### src/rtl/mem_arb_pkg.sv
// mem_arb_pkg: shared types for the external memory port arbiter.
// Holds the FSM state type and the stall counter width.
package mem_arb_pkg;

  typedef enum logic [1:0] {
    IDLE    = 2'd0,
    BUSY_IF = 2'd1,
    BUSY_DM = 2'd2
  } mem_arb_state_t;

  localparam int MEM_ARB_STALL_CNT_W = 32;

endpackage

### src/rtl/mem_arb_picker.sv
// mem_arb_picker: combinational winner select.
// Data wins unless only fetch asks or fetch is starved.
module mem_arb_picker (
  input  logic if_req,
  input  logic dm_req,
  input  logic starve,
  output logic sel_if,
  output logic sel_dm
);

  // fetch wins when starved or uncontested, else data
  always_comb begin
    sel_if = if_req & (starve | ~dm_req);
    sel_dm = dm_req & ~sel_if;
  end

endmodule

### src/rtl/mem_port_arbiter.sv
// mem_port_arbiter: shares one req/ack memory port between
// instruction fetch and load/store, one transaction in flight.
module mem_port_arbiter
  import mem_arb_pkg::*;
#(
  parameter int DATA_WIDTH   = 32,
  parameter int ADDR_WIDTH   = 32,
  parameter int STARVE_LIMIT = 4
) (
  input  logic                  clk,
  input  logic                  rst,
  input  logic                  if_req,
  input  logic [ADDR_WIDTH-1:0] if_addr,
  output logic                  if_gnt,
  output logic                  if_rvalid,
  output logic [DATA_WIDTH-1:0] if_rdata,
  input  logic                  dm_req,
  input  logic                  dm_we,
  input  logic [ADDR_WIDTH-1:0] dm_addr,
  input  logic [DATA_WIDTH-1:0] dm_wdata,
  output logic                  dm_gnt,
  output logic                  dm_rvalid,
  output logic [DATA_WIDTH-1:0] dm_rdata,
  output logic                  mem_req,
  output logic                  mem_we,
  output logic [ADDR_WIDTH-1:0] mem_addr,
  output logic [DATA_WIDTH-1:0] mem_wdata,
  input  logic                  mem_ack,
  input  logic [DATA_WIDTH-1:0] mem_rdata,
  output logic [MEM_ARB_STALL_CNT_W-1:0] fetch_stall_count
);

  localparam int SW = $clog2(STARVE_LIMIT + 1);
  localparam logic [SW-1:0] STARVE_MAX = SW'(STARVE_LIMIT);
  localparam int CW = MEM_ARB_STALL_CNT_W;

  mem_arb_state_t state_q, state_d;
  logic mem_req_q, mem_req_d;
  logic mem_we_q, mem_we_d;
  logic [ADDR_WIDTH-1:0] mem_addr_q, mem_addr_d;
  logic [DATA_WIDTH-1:0] mem_wdata_q, mem_wdata_d;
  logic [SW-1:0] starve_cnt_q, starve_cnt_d;
  logic [CW-1:0] fetch_stall_count_q;
  logic [CW-1:0] fetch_stall_count_d;
  logic if_rvalid_q, if_rvalid_d;
  logic dm_rvalid_q, dm_rvalid_d;
  logic [DATA_WIDTH-1:0] if_rdata_q, if_rdata_d;
  logic [DATA_WIDTH-1:0] dm_rdata_q, dm_rdata_d;

  logic starve, sel_if, sel_dm, idle_en;

  assign starve = (starve_cnt_q == STARVE_MAX);

  mem_arb_picker u_picker (
    .if_req (if_req),
    .dm_req (dm_req),
    .starve (starve),
    .sel_if (sel_if),
    .sel_dm (sel_dm)
  );

  // grants only from IDLE and never while reset is held
  always_comb begin
    idle_en = rst & (state_q == IDLE);
    if_gnt  = idle_en & sel_if;
    dm_gnt  = idle_en & sel_dm;
  end

  // FSM, memory request registers and read-data capture
  always_comb begin
    state_d      = state_q;
    mem_req_d    = mem_req_q;
    mem_we_d     = mem_we_q;
    mem_addr_d   = mem_addr_q;
    mem_wdata_d  = mem_wdata_q;
    starve_cnt_d = starve_cnt_q;
    if_rvalid_d  = 1'b0;
    dm_rvalid_d  = 1'b0;
    if_rdata_d   = if_rdata_q;
    dm_rdata_d   = dm_rdata_q;
    unique case (state_q)
      IDLE: begin
        if (if_gnt) begin
          state_d      = BUSY_IF;
          mem_req_d    = 1'b1;
          mem_we_d     = 1'b0;
          mem_addr_d   = if_addr;
          mem_wdata_d  = '0;
          starve_cnt_d = '0;
        end else if (dm_gnt) begin
          state_d     = BUSY_DM;
          mem_req_d   = 1'b1;
          mem_we_d    = dm_we;
          mem_addr_d  = dm_addr;
          mem_wdata_d = dm_wdata;
          if (if_req && !starve)
            starve_cnt_d = starve_cnt_q + SW'(1);
        end
      end
      BUSY_IF: begin
        if (mem_ack) begin
          state_d     = IDLE;
          mem_req_d   = 1'b0;
          if_rvalid_d = 1'b1;
          if_rdata_d  = mem_rdata;
        end
      end
      BUSY_DM: begin
        if (mem_ack) begin
          state_d     = IDLE;
          mem_req_d   = 1'b0;
          dm_rvalid_d = 1'b1;
          dm_rdata_d  = mem_we_q ? '0 : mem_rdata;
        end
      end
      default: state_d = IDLE;
    endcase
  end

  // saturating count of cycles fetch waited without a grant
  always_comb begin
    fetch_stall_count_d = fetch_stall_count_q;
    if (if_req && !if_gnt && fetch_stall_count_q != '1)
      fetch_stall_count_d = fetch_stall_count_q + CW'(1);
  end

  // state registers with synchronous active-low reset
  always_ff @(posedge clk) begin
    if (!rst) begin
      state_q             <= IDLE;
      mem_req_q           <= 1'b0;
      mem_we_q            <= 1'b0;
      mem_addr_q          <= '0;
      mem_wdata_q         <= '0;
      starve_cnt_q        <= '0;
      fetch_stall_count_q <= '0;
      if_rvalid_q         <= 1'b0;
      dm_rvalid_q         <= 1'b0;
      if_rdata_q          <= '0;
      dm_rdata_q          <= '0;
    end else begin
      state_q             <= state_d;
      mem_req_q           <= mem_req_d;
      mem_we_q            <= mem_we_d;
      mem_addr_q          <= mem_addr_d;
      mem_wdata_q         <= mem_wdata_d;
      starve_cnt_q        <= starve_cnt_d;
      fetch_stall_count_q <= fetch_stall_count_d;
      if_rvalid_q         <= if_rvalid_d;
      dm_rvalid_q         <= dm_rvalid_d;
      if_rdata_q          <= if_rdata_d;
      dm_rdata_q          <= dm_rdata_d;
    end
  end

  assign mem_req           = mem_req_q;
  assign mem_we            = mem_we_q;
  assign mem_addr          = mem_addr_q;
  assign mem_wdata         = mem_wdata_q;
  assign if_rvalid         = if_rvalid_q;
  assign dm_rvalid         = dm_rvalid_q;
  assign if_rdata          = if_rdata_q;
  assign dm_rdata          = dm_rdata_q;
  assign fetch_stall_count = fetch_stall_count_q;

endmodule
### config.mk
export PLATFORM = sky130hd
export DESIGN_NAME = mem_port_arbiter
export DESIGN_NICKNAME = d
export VERILOG_FILES = /design/src/rtl/mem_arb_pkg.sv /design/src/rtl/mem_arb_picker.sv /design/src/rtl/mem_port_arbiter.sv
export SDC_FILE = /design/constraint.sdc
export NUM_CORES = 1
export LEC_CHECK = 0
export BUFFER_PORTS_ARGS = -buffer_cell sky130_fd_sc_hd__buf_2
export CELL_PAD_IN_SITES_DETAIL_PLACEMENT = 0
export CELL_PAD_IN_SITES_GLOBAL_PLACEMENT = 1
export CORE_MARGIN = 2
export CORE_UTILIZATION = 36
export DETAILED_ROUTE_END_ITERATION = 10
export PLACE_DENSITY_LB_ADDON = 0.1
export SLEW_MARGIN = 10
export SYNTH_ARGS = -nofsm -noshare
export SYNTH_HDL_FRONTEND = slang
export SYNTH_SLANG_ARGS = --single-unit
### constraint.sdc
create_clock -name clk -period 5.5 [get_ports clk]
set_clock_uncertainty 0.2 [all_clocks]
set_input_delay 0 -clock clk [delete_from_list [all_inputs] [get_ports clk]]
set_output_delay 0 -clock clk [all_outputs]
set_load 0.1 [all_outputs]
Word-level counts from Yosys, hierarchy flattened
Cells that the tools add are included.
Operators by class
  bitwise gates (word level): 8
  $add $sub $neg: 2
  muxes and demuxes: 19
  reduce and logical (&&, ||, !) cells: 18
  eq/ne operators: 6
Operators with widths (count)
  $mux W32: 5
  $add A32 B1 Y32 const B: 1
  $ne A32 B32 Y1 const B: 1
  $reduce_and A2 Y1: 6
  $mux W3: 3
  $mux W1: 6
  $mux W2: 3
  $reduce_and A3 Y1: 2
  $reduce_bool A2 Y1: 3
  $and A1 B1 Y1: 5
  $pmux W2 S2: 1
  $add A3 B1 Y3 const B: 1
  $eq A3 B3 Y1 const B: 1
  $logic_and A1 B1 Y1: 3
  $ne A3 B3 Y1 const B: 1
  $eq A2 B1 Y1 const B: 1
  $eq A2 B2 Y1 const B: 1
  $logic_not A1 Y1: 2
  $logic_not A2 Y1: 1
  $ne A2 B1 Y1 const B: 1
  $not A1 Y1: 2
  $pmux W1 S2: 1
  $reduce_or A2 Y1: 1
  $or A1 B1 Y1: 1
Word-level totals
  input port bits: 134
  register bits after elaboration: 169

Logic depth before layout (Yosys ltp)
Gate-level depths: netlist (run 1).
  depth after elaboration: 9
  gate-level depth with buffers: 10
  mapped depth without buffers: 9

Hierarchy
A second synthesis (run 1) with hierarchy kept.
Unflattened totals
  cells, all modules: 767
  area total of the unflattened synthesis: 6897.9 um^2
By module, submodules not included
  mem_port_arbiter: area an instance 6879.1 um^2, cells each 764, instances 1
  mem_arb_picker: area an instance 18.8 um^2, cells each 3, instances 1

Worst setup path before layout (run 1)
No wires, ideal clock.
  kind: register -> register
  start point: reg fetch_stall_count_q[0], in the netlist fetch_stall_count[0]
  end point: reg fetch_stall_count_q[22], in the netlist fetch_stall_count[22]
  data arrival time: 2.843 ns
  cell stages (with the launch flop): 8
  slack: 2.385 ns
  buffers on the path: 1
  setup time: 0.072 ns
  required time: 5.228 ns
  cell sequence: dfxtp_1 -> ha_1 -> nand4_1 -> or4_1 -> buf_4 -> nor4_2 -> and2b_1 -> mux2i_1
Between the ends
  longest elaborated chain between the ends: 2
  elaborated cells between the ends (all ways): 3
RTL lines
  start: declaration: RTL line mem_port_arbiter.sv:43  | logic [CW-1:0] fetch_stall_count_q;
  start signal: assignment: RTL line mem_port_arbiter.sv:148  | fetch_stall_count_q <= fetch_stall_count_d;
  parallel branches: the longest is 2 deep, another holds $add A32 B1 Y32
Several ways; the timed one is not identified.
A chain may end at the register's enable or synchronous reset.

Final worst setup path (run 1)
  start point: reg state_q[0]
  end point: reg mem_addr_q[4], in the netlist mem_addr[4]
Between the ends
  longest elaborated chain between the ends: 5
  elaborated cells between the ends (all ways): 7
RTL lines
  start: declaration: RTL line mem_port_arbiter.sv:37  | mem_arb_state_t state_q, state_d;
  start signal: assignment: RTL line mem_port_arbiter.sv:142  | state_q <= state_d;
  $logic_not A2 Y1 *: RTL line mem_port_arbiter.sv:64, mem_port_arbiter.sv:81
  $and A1 B1 Y1: RTL line mem_port_arbiter.sv:64  | idle_en = rst & (state_q == IDLE);
  $and A1 B1 Y1, on equally long branches: RTL line mem_port_arbiter.sv:65, mem_port_arbiter.sv:66
  $reduce_bool A2 Y1 (no source line)
  $reduce_and A2 Y1 (no source line)
  end signal: assignment: RTL line mem_port_arbiter.sv:145  | mem_addr_q <= mem_addr_d;
  end: declaration: RTL line mem_port_arbiter.sv:40  | logic [ADDR_WIDTH-1:0] mem_addr_q, mem_addr_d;
Mark *: on every way between the ends. The rest lies on a longest branch, timed or not.

==> reports/metrics.yaml, run 1 <==
yosys:
  ys_types: 51
  synth_xor_area_share_pct: 2.10
  syn-num-nets: 927
  ys_ff_latch: 169
  synth-simple-area-share_pct: 23.6
  syn_area_per_cell_um2: 8.49
  async_flop_share_pct: 0
  muxShareOfSynthArea_pct: 0.898
  synth_top_family_by_area: "simple AND/OR/NAND/NOR gates"
  synthFlopType: "dfxtp_1"
  yosys_warnings: 0
  synth_edf_count: 0
  synth-compound-area-share_pct: 17.7
  netlist_instances: 787
  synthAdderAreaFrac_pct: 1.12
  synth_area_um2: 6690
  seq_area_frac_synth_pct: 50.6
routing:
  remaining_drc_errors: 0
  first_pass_iters: 4
  first_iter_violations: 307
  vias: 7016
  avgRoutedWirePerCell_um: 15.1
  drt.antenna.violating_nets: 0
  wirelength_mm: 21.7
  vias_per_cell: 4.89
placed_design:
  gp_congestion: 0.774
  port-buffer-count: 299
  dpl.hpwl_mm: 14.3
  place_ws_ns: 2.31
sta:
  period_needed_ns: 3.47
  whs_ns: 0.142
  worst_slack_ns: 2.03
  setup_viol: 0
  max_freq_mhz: 288
  finalSetupTns_ns: 0
  tightest_slew_ns: 0.996
  drv_slew: 0
  fin_crit_sh_pct: 63.2
  rsz0062_at_grt: "no"
  finalHoldViolCount: 0
  slew_headroom_pct: 33.4
setup_path:
  worstSetupStartpointType: "flop"
  cp_data_required_time_ns: 5.66
  path_max_fanout: 68
  critPathCaptureType: "flop"
  crit_arrival_ns: 3.64
  criticalPathCategory: "flop to flop"
global_route:
  grt_pass1_vias: 6797
  track_usage_pct: 21.6
  grt_max_degree: 73
  gr-total-overflow: 0
  antenna_found_initial: 0
  grt_pass1_wl_mm: 34.4
finish:
  layout.nets: 1333
  drive_above_1_share_pct: 29.9
  seq_area_um2: 3380
  diodes: 0
  final_core_util_pct: 56.9
  syn_to_final_growth_pct: 54.0
  fillers: 1710
  multi_input_area_um2: 3050
clock_network:
  cts_tree: "done"
  post_cts_buffers: 0
  clock_path_buffers: 2
  cts-root-buf: "clkbuf_16"
  clk_latency_ns: 0.42
  cts_htree_levels: 4
  clkSinkCount: 169
  cts.clk_slew.worst_paths_ns: 0.07
  cts_buffers: 17
die:
  coreArea_um2: 18100
  num_rows: 49
  num_io_pins: 300
  dieArea_um2: 19700
  die_h_um: 140
  die_x_um: 140
  initial_core_util_pct: 37.0
power_and_ir_drop:
  finalPower_mw: 3.26
  leakagePower_nw: 4.62
  peakVddDrop_mv: 0.198
  power_density_nw_per_um2: 316
outcome:
  outcome: "complete, no violations"
flow_run:
  maxCapViolCount: 0
hold_path:
  min_path_type: "input pin to flop"
area by class of cell:
class	instances	area share [%]
clock buffers	18	4.27
clock inverters	14	1.70
inverters	12	0.450
multi-input cells	550	29.6
flip-flops and latches	169	32.9
well taps	229	2.78
repair buffers	443	28.3
per-layer routing:
layer  wire, um  global-route usage [%]
met1       9710                    26.8
met5          0                       0
met4        461                    8.08
met2      10300                    36.1
met3       1210                    5.44
cell usage in the layout (no fill, tap or decap), types with 14 or more instances in the layout:
cell	synthesis	final
a22o_1	32	32
dlygate4sd3_1	0	134
xnor2_1	16	16
nand2_1	218	217
nor2_1	57	57
nand4_1	14	14
dfxtp_1	169	169
nand3_1	18	18
clkbuf_16	0	17
a21oi_1	82	81
a311oi_1	32	32
buf_2	2	299
where the power goes:
part / internal [mW] / leakage, nW / switching [mW]
Combinational: 0.184 / 2.95 / 0.518
Clock: 0.704 / 0.298 / 0.548
Sequential: 1.27 / 1.37 / 0.0281
Total: 2.16 / 4.62 / 1.09
per-stage QoR:
step           instances  cell area, um^2
2_1_floorplan        787             6690
3_3_place_gp        1269             8340
3_5_place_dp        1269             8340
4_1_cts             1435            10300
5_1_grt             1435            10300
6_report            1435            10300
Yosys cell counts, types with 2 or more instances:
| master | instances | area share (%) |
|---|---|---|
| dfxtp_1 | 169 | 51 |
| nand4_1 | 14 | 1.3 |
| o31ai_1 | 2 | 0.22 |
| nor4_2 | 5 | 0.94 |
| nor4_1 | 3 | 0.28 |
| or4b_1 | 2 | 0.30 |
| buf_2 | 2 | 0.15 |
| buf_4 | 2 | 0.22 |
| clkbuf_1 | 47 | 2.6 |
| xnor2_1 | 16 | 2.1 |
| mux2i_1 | 6 | 0.90 |
| a211oi_1 | 4 | 0.45 |
| and4_1 | 2 | 0.26 |
| a22o_1 | 32 | 4.2 |
| and3_1 | 3 | 0.28 |
| buf_1 | 5 | 0.28 |
| o21ai_0 | 4 | 0.30 |
| a21oi_1 | 82 | 6.1 |
| inv_1 | 11 | 0.62 |
| nand2_1 | 218 | 12 |
| ha_1 | 6 | 1.1 |
| nor3_1 | 2 | 0.15 |
| nor2b_1 | 3 | 0.28 |
| nand2b_1 | 6 | 0.56 |
| or3_1 | 2 | 0.19 |
| a21o_1 | 4 | 0.45 |
| a2111oi_0 | 2 | 0.26 |
| a311oi_1 | 32 | 4.2 |
| nand3_1 | 18 | 1.3 |
| and2_1 | 2 | 0.19 |
| nor2_1 | 57 | 3.2 |
| or4_1 | 5 | 0.56 |
critical path: stages (launching register included):
cell,delay (ns)
dfxtp_1,0.31
inv_1,0.09
ha_1,0.32
nand4_1,0.13
buf_4,0.36
inv_2,0.51
buf_4,0.46
nand2_1,0.11
a311oi_1,0.28
dlygate4sd3_1,0.59
flip-flops by register name, summed over array words and instances (netlist names):
signal             cells
dm_rdata              32
dm_rvalid              1
fetch_stall_count     32
if_rdata              32
if_rvalid              1
mem_addr              32
mem_req                1
mem_wdata             32
mem_we                 1
starve_cnt_q           3
state_q                2
logic make-up after synthesis:
group	count (synthesis)
mux	6
xor+xnor	16
buf+inv	68
fa+ha+maj	6
flops	169
compound gates	172
simple gates	350
what timing repair did:
item                      in CTS  in global routing
hold endpoints to repair     146                  0
gates resized for setup        0                  0
hold buffers                 134                  0
worst paths after layout:
check / slack, ns / from / cells past startpoint / end
max: 2.03 / state_q[0]$_SDFFE_PN0P_ / 9 / mem_addr[4]$_SDFFE_PN0P_
max reg2reg: 2.03 / state_q[0]$_SDFFE_PN0P_ / 9 / mem_addr[4]$_SDFFE_PN0P_
min reg2reg: 0.25 / if_rdata[18]$_SDFFE_PN0P_ / 2 / if_rdata[18]$_SDFFE_PN0P_
min: 0.14 / mem_rdata[20] / 3 / dm_rdata[20]$_SDFFE_PN0P_
Note: power is estimated with default switching activity, not from simulation.
==> run 2: changes to the inputs <==
Settings changed: CORE_UTILIZATION 36 to 30.
Clock period 5.5 ns to 2.8 ns, I/O delays scaled along.
==> reports/metrics.yaml, run 2 (same netlist as run 1, synthesis figures left out) <==
clock_network:
  cts-root-buf: "clkbuf_16"
  clock_path_buffers: 2
  clkSinkCount: 169
  cts_htree_levels: 4
  cts.clk_slew.worst_paths_ns: 0.08
  cts_tree: "done"
  clk_latency_ns: 0.43
  cts_buffers: 17
sta:
  rsz0062_at_grt: "no"
  finalHoldViolCount: 0
  fin_crit_sh_pct: 93.1
  tightest_slew_ns: 0.646
  whs_ns: 0.117
  max_freq_mhz: 383
  period_needed_ns: 2.61
  slew_headroom_pct: 57.0
  setup_viol: 0
  drv_slew: 0
routing:
  remaining_drc_errors: 0
  wirelength_mm: 23.3
  vias_per_cell: 4.70
  first_iter_violations: 298
  drt.antenna.violating_nets: 0
  avgRoutedWirePerCell_um: 15.5
  vias: 7074
  first_pass_iters: 4
die:
  initial_core_util_pct: 30.6
  num_rows: 54
  dieArea_um2: 23500
  die_h_um: 153
  die_x_um: 153
  coreArea_um2: 21800
  num_io_pins: 300
setup_path:
  critPathCaptureType: "flop"
  worstSetupStartpointType: "flop"
  criticalPathCategory: "flop to flop"
  path_max_fanout: 66
  r2r_start: "starve_cnt_q[0]$_SDFFE_PN0P_"
  cp_data_required_time_ns: 2.97
  crit_arrival_ns: 2.77
  crit_path_start: "starve_cnt_q[0]$_SDFFE_PN0P_"
finish:
  layout.nets: 1351
  layout_common_cells: "buf_2, nand2_1, dfxtp_1"
  drive_above_1_share_pct: 31.6
  layout_commonest_cell: "buf_2"
  postLayoutCellArea_um2: 10600
  diodes: 0
  syn_to_final_growth_pct: 58.4
global_route:
  grt_max_degree: 68
  gr-total-overflow: 0
  grt_pass1_wl_mm: 37.0
  track_usage_pct: 19.3
  grt_pass1_vias: 7013
  antenna_found_initial: 0
power_and_ir_drop:
  leakagePower_nw: 4.74
  power_density_nw_per_um2: 607
  peakVddDrop_mv: 0.346
placed_design:
  gp_congestion: 0.747
  dpl-instance-area_um2: 8570
  port-buffer-count: 299
  dpl.hpwl_mm: 15.2
flow_run:
  maxCapViolCount: 0
hold_path:
  hold_start: "mem_rdata[12]"
  min_path_type: "input pin to flop"
outcome:
  outcome: "complete, no violations"
## run 2: final cells by class
cell class              instances  area (um^2)
clock inverters                15          195
inverters                      12         46.3
well taps                     280          350
multi-input cells             550         3060
repair buffers                461         3120
fillers                      2195        11200
clock buffers                  17          425
flip-flops and latches        169         3390
## run 2: final timing paths
check        depth (start not counted)  slack (ns)                   endpoint
max                                  9        0.19  mem_addr[23]$_SDFFE_PN0P_
min                                  3        0.12  dm_rdata[12]$_SDFFE_PN0P_
min reg2reg                          2        0.25   if_rdata[3]$_SDFFE_PN0P_
max reg2reg                          9        0.19  mem_addr[23]$_SDFFE_PN0P_
## run 2: stage by stage
step	utilization (%)	power, mW	setup WS (ns)	instances	setup TNS [ns]
finish	48.5	6.43	0.192	1504	0
global route	48.5	6.71	0.00867	1504	0
CTS	48.3	6.50	0.0218	1503	0
detailed placement	39.3	3.85	0.280	1335	0
global placement	39.3	3.85	0.346	1335	0
floorplan	-	3.55	-0.0150	787	-0.0150
## run 2: report_power, final
| group | internal, mW | switching [mW] |
|---|---|---|
| combinational | 0.378 | 1.03 |
| sequential | 2.50 | 0.0531 |
| clock | 1.30 | 1.16 |
| total | 4.18 | 2.25 |
## run 2: per-layer routing
layer	share of wire (%)	vias to the layer above	global-route usage, %	wire length [um]
li1	-	3575	-	-
met1	44	3253	24.0	10200
met2	47	221	32.1	11100
met3	7.1	25	5.84	1650
met4	1.7	0	6.04	386
met5	0	-	0	0
## run 2: critical path: stages (launching register included)
cell and delay (ns):
dfxtp_1 0.38, inv_1 0.06, ha_1 0.23, nand3_1 0.09, nand4_1 0.18, inv_2 0.14, buf_12 0.29, nand2_1 0.09
a311oi_1 0.27, dlygate4sd3_1 0.59
## run 2: what timing repair did
action	CTS	global route
endpoints found under the hold margin	157	0
gates resized for setup	0	5
hold buffers	136	0
setup endpoints to repair	0	25
buffers inserted	0	0
